<file path="src/rtl/truth_table_sweeper.sv">
// truth_table_sweeper - drives all 8 vectors into a 3-input logic cell and checks the sampled outputs.
// Each vector is held for a settle interval, then sampled over a stability window.
module truth_table_sweeper #(
  parameter logic [7:0] TRUTH         = 8'h76,
  parameter int         SETTLE_CYCLES = 4,
  parameter int         STABLE_CYCLES = 2
) (
  input  logic       clk,
  input  logic       rst,
  input  logic       start,
  input  logic       dut_out,
  output logic       drv_in1,
  output logic       drv_in2,
  output logic       drv_in3,
  output logic       busy,
  output logic       done,
  output logic [7:0] captured,
  output logic [7:0] unstable,
  output logic       pass
);

  typedef enum logic [1:0] {IDLE, SETTLE, SAMPLE} state_t;

  localparam logic [7:0] SETTLE_LOAD = 8'(SETTLE_CYCLES - 1);
  localparam logic [7:0] STABLE_LOAD = 8'(STABLE_CYCLES - 1);

  state_t     state, state_next;
  logic [7:0] cnt, cnt_next;
  logic [2:0] k, k_next;
  logic [2:0] drv, drv_next;
  logic       ref_val, ref_next;
  logic       busy_next, done_next, pass_next;
  logic [7:0] captured_next, unstable_next;
  logic       sample_ref;

  assign drv_in1 = drv[2];
  assign drv_in2 = drv[1];
  assign drv_in3 = drv[0];

  always_ff @(posedge clk or posedge rst) begin
    if (rst) begin
      state    <= IDLE;
      cnt      <= '0;
      k        <= '0;
      drv      <= '0;
      ref_val  <= 1'b0;
      busy     <= 1'b0;
      done     <= 1'b0;
      captured <= '0;
      unstable <= '0;
      pass     <= 1'b0;
    end else begin
      state    <= state_next;
      cnt      <= cnt_next;
      k        <= k_next;
      drv      <= drv_next;
      ref_val  <= ref_next;
      busy     <= busy_next;
      done     <= done_next;
      captured <= captured_next;
      unstable <= unstable_next;
      pass     <= pass_next;
    end
  end

  always_comb begin
    state_next    = state;
    cnt_next      = cnt;
    k_next        = k;
    drv_next      = drv;
    ref_next      = ref_val;
    busy_next     = busy;
    done_next     = 1'b0;
    captured_next = captured;
    unstable_next = unstable;
    pass_next     = pass;
    sample_ref    = ref_val;
    case (state)
      IDLE: begin
        if (start) begin
          state_next    = SETTLE;
          cnt_next      = SETTLE_LOAD;
          k_next        = '0;
          drv_next      = '0;
          busy_next     = 1'b1;
          captured_next = '0;
          unstable_next = '0;
          pass_next     = 1'b0;
        end
      end
      SETTLE: begin
        if (cnt == 8'd0) begin
          state_next = SAMPLE;
          cnt_next   = STABLE_LOAD;
        end else begin
          cnt_next = cnt - 8'd1;
        end
      end
      SAMPLE: begin
        // The first window cycle establishes the reference; later cycles only compare against it.
        if (cnt == STABLE_LOAD) begin
          sample_ref = dut_out;
          ref_next   = dut_out;
        end else if (dut_out != ref_val) begin
          unstable_next[~k] = 1'b1;
        end
        if (cnt == 8'd0) begin
          captured_next[~k] = sample_ref;
          if (k == 3'd7) begin
            state_next = IDLE;
            busy_next  = 1'b0;
            done_next  = 1'b1;
            drv_next   = '0;
            pass_next  = (captured_next == TRUTH) && (unstable_next == 8'd0);
          end else begin
            state_next = SETTLE;
            cnt_next   = SETTLE_LOAD;
            k_next     = k + 3'd1;
            drv_next   = k + 3'd1;
          end
        end else begin
          cnt_next = cnt - 8'd1;
        end
      end
      default: state_next = IDLE;
    endcase
  end

endmodule

</file>
<file path="config.mk">
export PLATFORM = sky130hd
export DESIGN_NAME = truth_table_sweeper
export DESIGN_NICKNAME = d
export VERILOG_FILES = /design/src/rtl/truth_table_sweeper.sv
export SDC_FILE = /design/constraint.sdc
export NUM_CORES = 1
export LEC_CHECK = 0
export CAP_MARGIN = 0
export CELL_PAD_IN_SITES_DETAIL_PLACEMENT = 0
export CELL_PAD_IN_SITES_GLOBAL_PLACEMENT = 1
export CORE_MARGIN = 2
export CORE_UTILIZATION = 45
export CTS_CLUSTER_DIAMETER = 50
export DETAILED_ROUTE_END_ITERATION = 7
export GPL_ROUTABILITY_DRIVEN = 0
export PLACE_DENSITY = 0.81
export RECOVER_POWER = 100
export SYNTH_ARGS = -nofsm -noshare
export SYNTH_HDL_FRONTEND = slang
export SYNTH_SLANG_ARGS = --single-unit
</file>
<file path="constraint.sdc">
create_clock -name clk -period 5.3 [get_ports clk]
set_clock_uncertainty 0.15 [all_clocks]
set_input_delay 1.06 -clock clk [delete_from_list [all_inputs] [get_ports clk]]
set_output_delay 1.06 -clock clk [all_outputs]
set_load 0.01 [all_outputs]
</file>
==> results.md <==
- Hold Path Stages: 2
- Port buffer count: 25
- CTS clk-pin slew, worst paths: 70 ps
- Rows: 24
- Routed vias/inst: between 5 and 6
- Max Clk Rate: about 280 MHz
- Number of unique standard cell types used by synthesis: 46
- Crit Path Category: flop to flop
- Detailed Route Iter0 Violations: approximately 130
- R2r setup slk: 1680 ps
- GR Overflow Total: 0
- Synth area leader: dfrtp_1
- Critical Path Most Common Cell: o21ai_0
- Clk buf depth: 2
- CTS Buf Count: 5
- Most common cell in the netlist: dfrtp_1
- Max VDD drop: around 0.11 mV
- Largest net degree at the start of global routing: 37
- Syn_nets: 247
- Post-CTS Setup Inserts: 0
- Slowest-stage cell, CP: o21ai_0
- RSZ-0062 raised after global routing: no
- Slew margin rel.: -30.7%
- Routed length per placed instance: ~15 um
- Post-CTS sizing: 0
- Status: finished with violations
- Placed insts: between 300 and 400
- Die ar.: 0.00525 mm2
- R2r endpoint: k[2]
- Post-Syn Area: 0.00211 mm2
- H-tree Lvls: 2
- Worst path max stage delay: 1490 ps
- Post-synth EDFFs: 0
- Worst Setup Start Kind: flop
- Yosys warning count: 0
- GRT Overall Usage: between 20% and 30%
- Min Tclk post-route: 3620 ps
- Synth top area share: a little over two fifths
- Main flop type after synthesis: dfrtp_1
- Pleak: between 1 and 1.5 nW
- Count of final setup violators: 0
- Global-route wire length before repair: 8.35 mm
- Initial antenna violation count: 0
- Initial core utilization: 47.5%
- DRT antenna net count: 0
- I/O pins: 26
- Via count: 1803
- #FFs+latches synth: 36
- Crit path DAT: 3650 ps
- Area grow syn2layout: 16.1%
- Pwr/cell area: around 260 mW/mm2
- Ranking of synthesized cells by area: dfrtp_1 (43%), ha_1 (5.9%), a21oi_1 (5.7%)
- Hold buffers post-CTS: 0
- Commonest cells post-synth: dfrtp_1 (36), nor2_1 (30), a21oi_1 (24)
- Slew of the pin with the lowest slew margin: 1960 ps
- Drc violations: 0
- CORE AREA: 0.00444 mm2
- Syn_area_per_cell: 9.06 um2
- Clk_lat worst skew: 290 ps
- Hold Fails Final Rpt: 0
- Dpl hpwl: 3.30 mm
- CTS root buf: clkbuf_8
- Req. time, crit path: 5330 ps
- Max-slew violations: 57
- Seq/Total Area, Yosys: a little over two fifths
- TNS Setup: 0 ps
- Worst setup startpoint: state[0]
- Cell count after synthesis: 233
- Final hold slack: roughly 330 ps
- Max_cap viols: 2
- Crit path cell chain: inv_1, ha_1, nor2b_1, o21ai_0, o21ai_0, a22o_1
- Final Cycle Share: between 60% and 70%
- Vias in the first global route: 1789
- CTS tree: built
- First-pass DRT Iterations: 4
- Failing checks: capacitance limit, slew limit
- Maximum net fanout on the critical path: 22
- Clk sinks: 36
- Worst Hold Class: flop to flop
- Hold Crit Start: drv[0]
- Nets: 271
- Filler instances: 435
- Hold endpoint: drv[0]
- RR Startpoint: state[0]
- Fraction of layout cells with a size suffix above 1: 6.27%
- Number of diodes: 0
- Die Width: 72.5 um
- Worst reg2reg path depth: 6
- Die H: 72.5 um
- Post-synth ARST share: 100%
- Detailed Route WL: between 4 and 5 mm
- CP Capture Type: flop
- Post-Layout Cell Count: 307
==> layout make-up <==
type                    instances  area [um2]  area share, %
multi-input cells             175        1110           45.4
repair buffers                 26         254           10.4
well taps                      52        65.1           2.66
clock buffers                   5        68.8           2.81
inverters                      13        48.8           1.99
flip-flops and latches         36         901           36.8
==> layout by cell type, fill, tap and decap left out, types with 4 or more instances in the layout <==
cell type	instances
a21oi_1	24
nand3_1	4
dlygate4sd3_1	24
nand2_1	14
nor2b_1	5
inv_1	13
ha_1	10
clkbuf_8	5
a22o_1	5
dfrtp_1	36
nand4_1	7
nor2_1	30
nor3b_1	4
nor4_1	5
xor2_1	6
o21ai_0	18
==> per-layer routing <==
layer / wire [um] / vias to the layer above / part of all wire, % / track usage, %
met5: 0 / - / 0 / 0
met4: 80 / 0 / 1.7 / 6.38
met3: 188 / 10 / 4.0 / 4.72
met2: 2190 / 42 / 46 / 33.3
met1: 2270 / 862 / 48 / 26.9
li1: - / 889 / - / -
==> report_power, final <==
part           switching (mW)  total, mW  leakage [nW]  internal (mW)
sequential             0.0250      0.315         0.474          0.290
clock                  0.0940      0.179        0.0359         0.0847
combinational          0.0864      0.145         0.593         0.0587
total                   0.205      0.639          1.10          0.433
==> state kept, by name, indices dropped and copies added, names as in the netlist <==
| name | count |
|---|---|
| captured | 8 |
| cnt | 8 |
| unstable | 8 |
| drv | 3 |
| k | 3 |
| state | 2 |
| busy | 1 |
| done | 1 |
| pass | 1 |
| ref_val | 1 |
==> how the worst max path moves through the flow <==
stage / endpoint / cells past startpoint
after floorplan: unstable[0] / 4
after global placement: unstable[0] / 5
after detailed placement: cnt[7] / 6
after CTS: cnt[2] / 6
after global routing: k[2] / 6
final: k[2] / 6
==> per-stage QoR <==
stage	utilization (%)	setup WS, ps	power, mW	instance area [um2]
2_1_floorplan	-	3000	0.427	2110
3_3_place_gp	53.9	2210	0.468	2400
3_5_place_dp	53.9	2170	0.469	2400
4_1_cts	55.5	2480	0.649	2470
5_1_grt	55.1	1230	0.680	2450
6_report	55.1	1680	0.639	2450
==> critical path: cells and delay by family, from the launching register on <==
kind / cells / cell delay, ps
AO/OA/AOI/OAI: 3 / 2030
adder cells (fa/ha/maj): 1 / 650
flip-flops: 1 / 420
AND/OR/NAND/NOR: 1 / 120
buffers and inverters: 1 / 110
==> cell families (layout without fill, tap and decap cells) <==
logic type / count (synthesis) / after routing / synth area share, %
AO/OA/AOI/OAI: 69 / 69 / 21.2
XOR/XNOR: 7 / 7 / 2.90
adder cells (fa/ha/maj): 10 / 10 / 5.93
buffers and inverters: 22 / 44 / 4.03
flip-flops: 36 / 36 / 42.7
multiplexers: 3 / 3 / 1.48
AND/OR/NAND/NOR: 86 / 86 / 21.8
(Power assumes the default switching activity.)
